`src/rtl/vocab_matcher_pkg.sv`:
```
// Shared types for the vocabulary matcher: FSM state encoding, default word type, stats width.
package matcher_pkg;

    typedef enum logic [1:0] {
        IDLE = 2'd0,
        SCAN = 2'd1,
        RESP = 2'd2
    } state_t;

    localparam int DEF_DATA_WIDTH  = 8;
    localparam int DEF_WORD_LENGTH = 3;
    localparam int DEF_WORD_WIDTH  = DEF_DATA_WIDTH * DEF_WORD_LENGTH;

    typedef logic [DEF_WORD_WIDTH-1:0] word_t;

    localparam int STAT_WIDTH = 32;

endpackage

```
`src/rtl/vocab_matcher_store.sv`:
```
// Vocabulary storage: word array (not reset) plus per-entry valid bits, with one write
// port and a combinational LANES-wide read of a whole group.
module vocab_store
    import matcher_pkg::*;
#(
    parameter int DATA_WIDTH  = 8,
    parameter int WORD_LENGTH = 3,
    parameter int ADDR_WIDTH  = 4,
    parameter int LANES       = 2,
    parameter int GW          = 3
) (
    input  logic                                        clk,
    input  logic                                        rst_n,
    input  logic                                        clear_i,
    input  logic                                        wr_en_i,
    input  logic [ADDR_WIDTH-1:0]                       wr_addr_i,
    input  logic [DATA_WIDTH*WORD_LENGTH-1:0]           wr_word_i,
    input  logic [GW-1:0]                               rd_group_i,
    output logic [LANES-1:0][DATA_WIDTH*WORD_LENGTH-1:0] rd_words_o,
    output logic [LANES-1:0]                            rd_valid_o
);

    localparam int DEPTH = 1 << ADDR_WIDTH;
    localparam int W     = DATA_WIDTH * WORD_LENGTH;

    logic [W-1:0]     mem_q [DEPTH];
    logic [DEPTH-1:0] valid_q;

    always_ff @(posedge clk) begin
        if (wr_en_i) begin
            mem_q[wr_addr_i] <= wr_word_i;
        end
    end

    always_ff @(posedge clk or negedge rst_n) begin
        if (!rst_n) begin
            valid_q <= '0;
        end else if (clear_i) begin
            valid_q <= '0;
        end else if (wr_en_i) begin
            valid_q[wr_addr_i] <= 1'b1;
        end
    end

    generate
        for (genvar gi = 0; gi < LANES; gi++) begin : g_lane
            logic [ADDR_WIDTH-1:0] rd_addr;
            assign rd_addr        = ADDR_WIDTH'(int'(rd_group_i) * LANES + gi);
            assign rd_words_o[gi] = mem_q[rd_addr];
            assign rd_valid_o[gi] = valid_q[rd_addr];
        end
    endgenerate

endmodule

```
`src/rtl/vocab_matcher.sv`:
```
// Multi-lane vocabulary lookup: scans LANES entries per cycle, stops at first match,
// first invalid entry (terminator) or last group. Optional stats via VOCAB_MATCHER_STATS_EN.
module vocab_matcher
    import matcher_pkg::*;
#(
    parameter int DATA_WIDTH  = 8,
    parameter int WORD_LENGTH = 3,
    parameter int ADDR_WIDTH  = 4,
    parameter int LANES       = 2
) (
    input  logic                                clk,
    input  logic                                rst_n,
    input  logic                                clear,
    input  logic                                wr_en,
    input  logic [ADDR_WIDTH-1:0]               wr_addr,
    input  logic [WORD_LENGTH*DATA_WIDTH-1:0]   wr_word,
    input  logic                                req_valid,
    output logic                                req_ready,
    input  logic [WORD_LENGTH*DATA_WIDTH-1:0]   req_word,
    output logic                                rsp_valid,
    input  logic                                rsp_ready,
    output logic                                rsp_found,
    output logic [ADDR_WIDTH-1:0]               rsp_index,
`ifdef VOCAB_MATCHER_STATS_EN
    output logic [STAT_WIDTH-1:0]               stat_lookups,
    output logic [STAT_WIDTH-1:0]               stat_hits,
`endif
    output logic                                busy
);

    localparam int DEPTH  = 1 << ADDR_WIDTH;
    localparam int W      = DATA_WIDTH * WORD_LENGTH;
    localparam int GROUPS = DEPTH / LANES;
    localparam int GW     = (GROUPS > 1) ? $clog2(GROUPS) : 1;
    localparam int LW     = (LANES > 1) ? $clog2(LANES) : 1;

    state_t                    state_q;
    logic [W-1:0]              word_q;
    logic [GW-1:0]             group_q;
    logic                      primed_q;
    logic                      found_q;
    logic [ADDR_WIDTH-1:0]     index_q;

    logic                      idle;
    logic [LANES-1:0][W-1:0]   rd_words;
    logic [LANES-1:0]          rd_valid;
    logic                      hit;
    logic                      term;
    logic                      last;
    logic                      prefix_ok;
    logic [LW-1:0]             hit_lane;
    logic [ADDR_WIDTH-1:0]     hit_index;

    assign idle = (state_q == IDLE);

    // Writes and clears only take effect in IDLE; clear beats a simultaneous write.
    vocab_store #(
        .DATA_WIDTH (DATA_WIDTH),
        .WORD_LENGTH(WORD_LENGTH),
        .ADDR_WIDTH (ADDR_WIDTH),
        .LANES      (LANES),
        .GW         (GW)
    ) u_store (
        .clk       (clk),
        .rst_n     (rst_n),
        .clear_i   (idle && clear),
        .wr_en_i   (idle && wr_en && !clear),
        .wr_addr_i (wr_addr),
        .wr_word_i (wr_word),
        .rd_group_i(group_q),
        .rd_words_o(rd_words),
        .rd_valid_o(rd_valid)
    );

    // A lane may only hit if it and every lower lane in the group are valid.
    always_comb begin
        hit       = 1'b0;
        term      = 1'b0;
        prefix_ok = 1'b1;
        hit_lane  = '0;
        for (int l = 0; l < LANES; l++) begin
            prefix_ok = prefix_ok & rd_valid[l];
            if (!rd_valid[l]) begin
                term = 1'b1;
            end
            if (prefix_ok && !hit && (rd_words[l] == word_q)) begin
                hit      = 1'b1;
                hit_lane = LW'(l);
            end
        end
    end

    assign last      = (group_q == GW'(GROUPS - 1));
    assign hit_index = ADDR_WIDTH'(int'(group_q) * LANES + int'(hit_lane));

    // The first SCAN cycle only primes the pipeline, giving group g its decision at k+2+g.
    always_ff @(posedge clk or negedge rst_n) begin
        if (!rst_n) begin
            state_q  <= IDLE;
            word_q   <= '0;
            group_q  <= '0;
            primed_q <= 1'b0;
            found_q  <= 1'b0;
            index_q  <= '0;
        end else begin
            case (state_q)
                IDLE: begin
                    if (req_valid) begin
                        state_q  <= SCAN;
                        word_q   <= req_word;
                        group_q  <= '0;
                        primed_q <= 1'b0;
                    end
                end
                SCAN: begin
                    if (!primed_q) begin
                        primed_q <= 1'b1;
                    end else if (hit || term || last) begin
                        state_q <= RESP;
                        found_q <= hit;
                        index_q <= hit ? hit_index : '0;
                    end else begin
                        group_q <= group_q + 1'b1;
                    end
                end
                RESP: begin
                    if (rsp_ready) begin
                        state_q <= IDLE;
                        found_q <= 1'b0;
                        index_q <= '0;
                    end
                end
                default: state_q <= IDLE;
            endcase
        end
    end

    assign req_ready = idle;
    assign rsp_valid = (state_q == RESP);
    assign rsp_found = found_q;
    assign rsp_index = index_q;
    assign busy      = !idle;

`ifdef VOCAB_MATCHER_STATS_EN
    logic [STAT_WIDTH-1:0] lookups_q;
    logic [STAT_WIDTH-1:0] hits_q;

    always_ff @(posedge clk or negedge rst_n) begin
        if (!rst_n) begin
            lookups_q <= '0;
            hits_q    <= '0;
        end else if (rsp_valid && rsp_ready) begin
            if (lookups_q != '1) begin
                lookups_q <= lookups_q + 1'b1;
            end
            if (found_q && (hits_q != '1)) begin
                hits_q <= hits_q + 1'b1;
            end
        end
    end

    assign stat_lookups = lookups_q;
    assign stat_hits    = hits_q;
`endif

endmodule

```
`config.mk`:
```
export PLATFORM = sky130hd
export DESIGN_NAME = vocab_matcher
export DESIGN_NICKNAME = d
export VERILOG_FILES = /design/src/rtl/vocab_matcher_pkg.sv /design/src/rtl/vocab_matcher_store.sv /design/src/rtl/vocab_matcher.sv
export SDC_FILE = /design/constraint.sdc
export NUM_CORES = 1
export LEC_CHECK = 0
export ABC_AREA = 1
export CORE_ASPECT_RATIO = 0.6
export CORE_MARGIN = 8
export CORE_UTILIZATION = 54
export DETAILED_ROUTE_END_ITERATION = 7
export DONT_BUFFER_PORTS = 1
export PLACE_DENSITY = 0.75
export SYNTH_ARGS = -nofsm -noshare
export SYNTH_HDL_FRONTEND = slang
export SYNTH_SLANG_ARGS = --single-unit
```
`constraint.sdc`:
```
create_clock -name clk -period 3.6 [get_ports clk]
set_input_delay 0.54 -clock clk [delete_from_list [all_inputs] [get_ports clk]]
set_output_delay 0.54 -clock clk [all_outputs]
set_load 0.01 [all_outputs]
```
# Word-level counts from Yosys, hierarchy flattened
# Memories as Yosys holds them, arrays and structs flattened.
# Index checks and enable logic that the tools add are counted.
[totals]
reg_bits = 51
ram_bits = 384
out_inout_bits = 8
wordCells = 83
n_memories = 1
[op_classes]
n_addsub = 3
order_cmp = 4
eq_ne = 10
n_mux = 35
bitwise_logic = 2
reduce_logical = 21
[mem_list]
columns = ["name", "depth", "width", "read_ports", "rd_ports_with_merged_regs", "write_ports", "line_no", "text"]
rows = [
  ["u_store.mem_q", 16, 24, 2, 0, 1, "vocab_matcher_store.sv:26", "logic [W-1:0] mem_q [DEPTH];"],
]
[ops]
columns = ["operator", "count"]
rows = [
  ["$eq A24 B24 Y1", 2],
  ["$mux W16", 2],
  ["$mux W4", 4],
  ["$or A16 B16 Y16", 1],
  ["$lt A4 B5 Y1 const B", 3],
  ["$mux W1", 14],
  ["$reduce_and A4 Y1", 3],
  ["$mux W3", 3],
  ["$mux W2", 4],
  ["$ne A2 B2 Y1 const B", 4],
  ["$pmux W4 S2", 1],
  ["$logic_and A1 B1 Y1", 7],
  ["$pmux W2 S3", 1],
  ["$pmux W3 S2", 1],
  ["$reduce_bool A2 Y1", 3],
  ["$add A4 B1 Y4", 1],
  ["$add A4 B1 Y4 const B", 1],
  ["$bmux W1 S4", 1],
  ["$demux W1 S4", 1],
  ["$ge A4 B1 Y1 const B", 1],
  ["$pmux W1 S2", 2],
  ["$reduce_and A2 Y1", 2],
  ["$add A3 B1 Y3 const B", 1],
  ["$bmux W1 S3", 1],
  ["8 further kinds", 11],
]

# Depth between registers and ports, before layout
# Gate-level depths: netlist (run 1).
[depth]
depth_word = 13
depth_mapped = 20
depth_no_buf = 18

# Cells and area by module
# A second synthesis (run 1) with hierarchy kept.
[unflattened]
cells_unflattened = 2159
hier_area_um2 = 19935.4
[modules_own_cells]
columns = ["module", "n_inst", "cells_each", "area_each_um2", "seq_area_each_um2"]
rows = [
  ["vocab_store", 1, 1796, 17619.4, 11931.4],
  ["vocab_matcher", 1, 363, 2316.0, 875.8],
]

# Worst setup path after synthesis (run 1)
# Ideal clock, no wire load.
[synth_path]
kind = "register to register"
start = "register state_q[0]"
end = "memory u_store.mem_q[0][0] in the netlist's numbering (enable)"
setup_ps = 406
arrival_time_ps = 2040
path_slack_ps = 1154
path_stages_with_launch = 6
path_buffers = 0
synth_period_minus_slack_ps = 2446
cell_sequence = "dfrtp_1 > nor2_1 > nand3_1 > inv_1 > nand3_1 > nor2_1"
[synth_between]
elab_chain_cells = 5
[synth_rtl]
columns = ["item", "line_no", "text"]
rows = [
  ["from (decl)", "vocab_matcher.sv:37", "state_t state_q;"],
  ["from (signal assigned)", "vocab_matcher.sv:99", "state_q <= IDLE;"],
  ["from (signal assigned)", "vocab_matcher.sv:109", "state_q <= SCAN;"],
  ["from (signal assigned)", "vocab_matcher.sv:119", "state_q <= RESP;"],
  ["$logic_not A2 Y1", "vocab_matcher.sv:54", "assign idle = (state_q == IDLE);"],
  ["net req_ready", "vocab_matcher.sv:18", "output logic req_ready,"],
  ["$logic_and A1 B1 Y1 (2 in series)", "vocab_matcher.sv:67", ".wr_en_i (idle && wr_en && !clear),"],
  ["$mux W1", "vocab_matcher_store.sv:30", "if (wr_en_i) begin"],
  ["$mux W1 (not written as such)", "vocab_matcher_store.sv:31", "mem_q[wr_addr_i] <= wr_word_i;"],
  ["to (decl)", "vocab_matcher_store.sv:26", ""],
]
# The timed path passes the listed nets, and every way through them passes these cells.

# Worst setup path after layout (run 1)
[layout_path]
start = "register group_q[0]"
end = "register index_q[2], in the netlist rsp_index[2]"
[layout_between]
elab_chain_cells = 13
[layout_rtl]
columns = ["item", "line_no", "text"]
rows = [
  ["from (decl)", "vocab_matcher.sv:39", "logic [GW-1:0] group_q;"],
  ["from (signal assigned)", "vocab_matcher.sv:123", "group_q <= group_q + 1'b1;"],
  ["branches (longest 13 deep; another with $mem_v2 Z16 W24)", "n/a", ""],
  ["to (signal assigned)", "vocab_matcher.sv:121", "index_q <= hit ? hit_index : '0;"],
  ["to (decl)", "vocab_matcher.sv:42", "logic [ADDR_WIDTH-1:0] index_q;"],
]
# Parallel ways; which one is timed is not known. The select of a mux whose other input is x is not followed.
# A chain may end at the register's enable or synchronous reset.

==> results_dict.tcl, run 1 <==
set metrics [dict create \
    power_frac_clock 0.284 \
    ys_seq_area_frac 0.664 \
    rsz0062_at_grt "no" \
    switching_power_mw 5.18 \
    hold_class "primary input to flop" \
    core_area_mm2 0.0351 \
    syn-cell-area_mm2 0.0193 \
    synth_common_cells "nand2_1, edfxtp_1, nor2_1" \
    cpMaxStageDelayCell "dfrtp_4" \
    cts.path.max_buffers 3 \
    die_x_um 260 \
    finalCritPeriodShare 0.882 \
    yosys_register_bits 435 \
    cts_tree "done" \
    async_flop_share 0.117 \
    path_common_cell "nand2_1" \
    grt_antenna_before_repair 1 \
    num_vias 13900 \
    yosys-top-cells-area "edfxtp_1, nand2_1, dfrtp_1" \
    worst_pin_slew_ns 1.11 \
    hold_violations 0 \
    worstPathCellList "inv_6 > buf_4 > nand2_1 > nand3_1 > nand2_1 > nand2_1 > nand2_1 > nand2_1 > nand2_1 > nor2_1 > nand3_1 > nor2_1 > nand3_1 > nand3_2 > nand3_4 > nand2_1 > o21ai_1" \
    seqPwrFrac 0.406 \
    synth_flop_cell "edfxtp_1" \
    fin_setup_tns_ns 0 \
    routed_wirelength_mm 53.3 \
    grtUsageTotal 0.252 \
    netlist_instances 1975 \
    gp_congestion 0.916 \
    cts_max_level 2 \
    drc 0 \
    power-per-cell-area_mw_per_mm2 683 \
    synthesis.nets 2035 \
    yosys.area.top_type "edfxtp_1" \
    cp.arrival_ns 3.59 \
    yosysUniqueCellTypes 27 \
    setup_slack_ns 0.426 \
    drt_first_pass_iters 6 \
    leakagePower_nw 8.73 \
    fin_crit_ns 3.17 \
    clock.fmax_ghz 0.315 \
    rows 53 \
    start_kind "flop" \
    p_int_mw 9.28 \
    die_area_mm2 0.0422 \
    first_global_vias 13400 \
    hp-start "wr_word[15]" \
    die_y_um 162 \
    yosysMostFrequentCell "nand2_1" \
    drive_gt1_frac 0.0581 \
    p_sw_frac 0.358 \
    initial_core_util 0.550 \
    syn-mean-instance-area_um2 9.76 \
    synth_top_area_frac 0.598 \
    cpLargestDelayFamily "simple AND/OR/NAND/NOR gates" \
    area_delta_synth_final_pct 9.92 \
    numCtsBuffers 39 \
    setup_viol 0 \
    cts_resized 0 \
    r2r-start "group_q[0]" \
    fillers 2836 \
    ys_warn_count 0 \
    comb_power_share 0.310 \
    relSlewSlack 0.255 \
    clkTransAtPathRegs_ns 0.07 \
    dp_hpwl_mm 31.9 \
    port_buffers 0 \
    vias_per_cell 5.62 \
    antenna_left 0 \
    crit_path_end_kind "flop" \
    grt_first_pass_wirelength_mm 81.1 \
    clock_latency_ns 0.54 \
    clkSinkCount 435 \
    peakVddDrop_v 0.000432 \
    critical_path_class "flop to flop" \
    drv_cap 0 \
    cp.required_ns 4.02 \
    timing.critical_path.buf_inv 2 \
    cts.root.buffer_cell "clkbuf_16" \
    clock_skew_ns 0.0138 \
    grt_max_degree 120 \
    grt-ovfl-total 0 \
    detail_route.wl_per_cell_um 21.6 \
    cpPeakStageDelay_ns 0.62 \
    cp_max_fo 48 \
    crit_start "group_q[0]" \
    status "complete, no violations" \
    fin_nets 2028 \
    io_pins 66 \
    maxSlewViolCount 0 \
    synth_edf_count 384 \
    preCtsSetupSlack_ns 0.578 \
    drt_iter0_markers 1939 \
]
-- per-layer routing --
metal / global-route usage / vias to the layer above / part of all wire
met5: 0 / - / 0
met4: 0.0689 / 0 / 0.025
met3: 0.0665 / 108 / 0.13
met2: 0.377 / 806 / 0.44
met1: 0.363 / 6520 / 0.41
li1: - / 6424 / -
-- power by group through the flow --
| stage | Combinational, mW | Clock, mW | Sequential, mW |
|---|---|---|---|
| after floorplan | 3.17 | 0 | 5.92 |
| after global placement | 4.24 | 0 | 5.97 |
| after detailed placement | 4.33 | 0 | 5.98 |
| after CTS | 4.38 | 4.15 | 5.87 |
| after global routing | 4.97 | 4.34 | 5.90 |
| final | 4.48 | 4.11 | 5.88 |
-- layout by cell type, fill, tap and decap left out, drive strengths merged --
master       netlist  layout
inv              198     198
nand2            587     587
bufinv             0       2
nand3b             4       4
dlygate4sd3        0       1
and3               1       1
clkinv             0      13
diode              0       1
nand3            211     211
or3                1       1
buf               65      33
nor2             334     334
o21ai            111     111
or2                1       1
ha                 2       2
clkbuf            17      56
nand4              5       5
nor3               3       3
dfrtp             51      51
edfxtp           384     384
-- timing repair --
item | in CTS | in global routing
hold buffers | 2 | 0
buffers inserted | 0 | 0
hold endpoints to repair | 51 | 0
-- path summary, 6_finish.rpt --
kind	to	slack, ns	cells after the start
worst max-delay path	rsp_index[2]	0.43	17
worst max register to register	rsp_index[2]	0.43	17
worst min register to register	u_store.valid_q[12]	0.50	2
worst min-delay path	u_store.mem_q[6][15]	0.09	0
max in group asynchronous	group_q[1]	2.72	2
min in group asynchronous	word_q[2]	0.60	2
-- flip-flops by register name (all words and copies together) (netlist names) --
name             cells
primed_q             1
u_store.mem_q      384
group_q              3
rsp_found            1
u_store.valid_q     16
state_q              2
word_q              24
rsp_index            4
-- logic make-up (layout without fill, tap and decap cells) --
family / after synthesis / after routing / synth area share
fa+ha+maj: 2 / 2 / 0.00130
flops: 435 / 435 / 0.664
simple gates: 1147 / 1147 / 0.240
other cells: 0 / 1 / 0
buf+inv: 280 / 303 / 0.0653
compound gates: 111 / 111 / 0.0290
-- through the flow --
step	instance area (µm²)	power [mW]	instances	hold WS, ns	util
3_3_place_gp	19900	10.2	2392	0.249	0.568
2_1_floorplan	19300	9.08	1975	0.244	-
6_report	21200	14.5	2466	0.0920	0.604
5_1_grt	21200	15.2	2466	0.0706	0.604
3_5_place_dp	19900	10.3	2392	0.249	0.568
4_1_cts	21200	14.4	2465	0.0697	0.604
-- cell type report --
| class | instances | area (µm²) | share of cell area |
|---|---|---|---|
| antenna | 1 | 2.50 | 0.000118 |
| clock buffer | 56 | 1110 | 0.0525 |
| clock inverter | 15 | 123 | 0.00579 |
| inverter | 198 | 749 | 0.0354 |
| multi-input combinational | 1260 | 5340 | 0.252 |
| sequential | 435 | 12800 | 0.605 |
| tap | 467 | 584 | 0.0276 |
| timing repair buffer | 34 | 465 | 0.0220 |
(Power assumes the default switching activity.)
==> run 2, diff against run 1 <==
--- a/config.mk
+++ b/config.mk
@@ -14,4 +14,5 @@
 export PLACE_DENSITY = 0.75
 export SYNTH_ARGS = -nofsm -noshare
 export SYNTH_HDL_FRONTEND = slang
+export SYNTH_HIERARCHICAL = 1
 export SYNTH_SLANG_ARGS = --single-unit
==> run 2 against run 1 <==
Sequential cell count unchanged. Synthesized cell count up 9.3%. Non-clock buffer count up 3. Critical path depth up 1. Clock skew up 0.0030 ns. Cell count up 7.9%. First-iteration DRC count down 6.5%. Clock power up 1%. Total power down 0.38%. Fmax down 3.0%. Critical endpoint is now rsp_index[3]. Largest cell class unchanged. Largest power group unchanged.
==> results_dict.tcl, run 2 <==
set metrics [dict create \
    fin_area_mm2 0.0217 \
    routed_wirelength_mm 50.6 \
    grtUsageTotal 0.233 \
    cts_resized 0 \
    grt_max_degree 104 \
    fillers 3001 \
    async_flop_share 0.117 \
    status "complete, no violations" \
    yosys.area.top_type "edfxtp_1" \
    port_buffers 0 \
    cp.arrival_ns 3.73 \
    grt-ovfl-total 0 \
    fin_crit_ns 3.27 \
    multi_input_area_mm2 0.00478 \
    synth_common_cells "nand2_1, inv_1, edfxtp_1" \
    relSlewSlack 0.248 \
    yosys-top-cells-area "edfxtp_1, nand2_1, inv_1" \
    vias_per_cell 5.28 \
    finalCritPeriodShare 0.909 \
    setup_slack_ns 0.328 \
    setup_viol 0 \
    p_total_mw 14.4 \
    yosys_register_bits 435 \
    die_x_um 264 \
    num_vias 14000 \
    ys_warn_count 6 \
    grt_antenna_before_repair 3 \
    rsz0062_at_grt "no" \
    drt_iter0_markers 1813 \
    synth_edf_count 384 \
    leakagePower_nw 10.2 \
    synth_flop_cell "edfxtp_1" \
    start_kind "flop" \
    io_pins 66 \
    hold_class "primary input to flop" \
    crit_path_end_kind "flop" \
    peakVddDrop_v 0.000490 \
    place_area_mm2 0.0204 \
    clkTransAtPathRegs_ns 0.07 \
    gp_congestion 0.909 \
    fin_nets 2214 \
    maxSlewViolCount 0 \
    layout.area.seq_mm2 0.0128 \
    die_y_um 165 \
    drive_gt1_frac 0.0513 \
    power-per-cell-area_mw_per_mm2 664 \
    syn-mean-instance-area_um2 9.23 \
    stdcell_count 2662 \
    worst_pin_slew_ns 1.12 \
    drt_first_pass_iters 5 \
    cp_max_fo 64 \
    clkSinkCount 435 \
    antenna_left 0 \
    synth_top_area_frac 0.578 \
    synthesis.nets 2219 \
    grt_first_pass_wirelength_mm 77.3 \
    rows 54 \
    critical_path_class "flop to flop" \
    post-route-util 0.597 \
    preCtsSetupSlack_ns 0.517 \
    layout_common_cells "nand2_1, inv_1, edfxtp_1" \
    dp_hpwl_mm 28.8 \
    yosysUniqueCellTypes 28 \
    yosysMostFrequentCell "nand2_1" \
    largest_reg_flops 384 \
    final_common_cell "nand2_1" \
    first_global_vias 13300 \
    clock_skew_ns 0.0168 \
    hold_violations 0 \
    drc 0 \
    core_area_mm2 0.0363 \
    drv_cap 0 \
    cts.path.max_buffers 3 \
    netlist_instances 2159 \
    whs_ns 0.0837 \
    place_inst 2587 \
    ys_seq_area_frac 0.642 \
    cts_tree "done" \
    syn-cell-area_mm2 0.0199 \
    clock.fmax_ghz 0.306 \
    die_area_mm2 0.0435 \
    regMostFlops "u_store/mem_q" \
    initial_core_util 0.548 \
    cp.required_ns 4.06 \
    cts_max_level 2 \
    cts.root.buffer_cell "clkbuf_16" \
    clock_latency_ns 0.55 \
    detail_route.wl_per_cell_um 19.0 \
    numCtsBuffers 39 \
    fin_setup_tns_ns 0 \
    reg_top3 "u_store/mem_q: 384 flops, word_q: 24 flops, u_store/valid_q: 16 flops" \
    area_delta_synth_final_pct 8.88 \
]
-- run 2: changes by cell type in the layout (fill, tap and decap cells not counted), sizes merged, moves of 3 or more --
cell,before,now
buf,33,36
nand2,587,824
a21oi,0,17
o21ai,111,37
nor2,334,33
inv,198,493
xnor2,0,10
-- run 2: layout make-up --
class                   instances  share of cell area
flip-flops and latches        435               0.590
multi-input cells            1146               0.220
inverters                     495              0.0859
clock buffers                  54              0.0509
well taps                     476              0.0274
repair buffers                 37              0.0179
clock inverters                16             0.00669
diodes                          3            0.000346
-- run 2: critical path, cell delays in order (launching register included) --
cell	delay, ns
dfrtp_4	0.60
inv_6	0.47
buf_4	0.38
nand2_1	0.12
nand3_1	0.09
nand2_1	0.06
nand2_1	0.06
nand2_1	0.09
inv_1	0.06
nand2_1	0.05
nand2_1	0.05
nand2_1	0.09
nor2_1	0.12
nand2_1	0.08
nor2_2	0.22
nand2_2	0.14
nand2_1	0.20
nand3_1	0.12
o21ai_1	0.18
-- run 2: timing repair --
item | 4_1_cts | 5_1_grt
setup buffers | 0 | 0
endpoints found under the hold margin | 51 | 0
hold buffers | 2 | 0
-- run 2: logic make-up (layout without fill, tap and decap cells) --
kind of cell | after synthesis | in the layout | synth area share
adders and majority gates | 2 | 2 | 0.00126
xor gates and xnor gates | 12 | 12 | 0.00527
DFF | 435 | 435 | 0.642
other | 0 | 3 | 0
and+or+nand+nor | 1077 | 1077 | 0.219
buffers and inverters | 578 | 602 | 0.118
AOI/OAI and AO/OA | 55 | 55 | 0.0139
-- run 2: worst paths after layout --
check                           slack (ns)  depth (start not counted)               start              endpoint
worst min register to register        0.53                          2  u_store/valid_q[3]    u_store/valid_q[3]
min in group asynchronous             0.53                          2               rst_n    u_store/valid_q[6]
worst max-delay path                  0.33                         18          group_q[0]          rsp_index[3]
max in group asynchronous             2.80                          2               rst_n            word_q[17]
worst max register to register        0.33                         18          group_q[0]          rsp_index[3]
worst min-delay path                  0.08                          0         wr_word[19]  u_store/mem_q[0][19]
-- run 2: metal layers --
metal / track usage / routed length (µm)
met1: 0.337 / 21800
met2: 0.352 / 21900
met3: 0.0517 / 5650
met4: 0.0663 / 1180
met5: 0 / 0
-- run 2: report_power, final --
part | internal [mW] | total (mW) | switching (mW)
Combinational | 1.31 | 4.34 | 3.03
Clock | 2.36 | 4.17 | 1.81
Sequential | 5.72 | 5.90 | 0.185
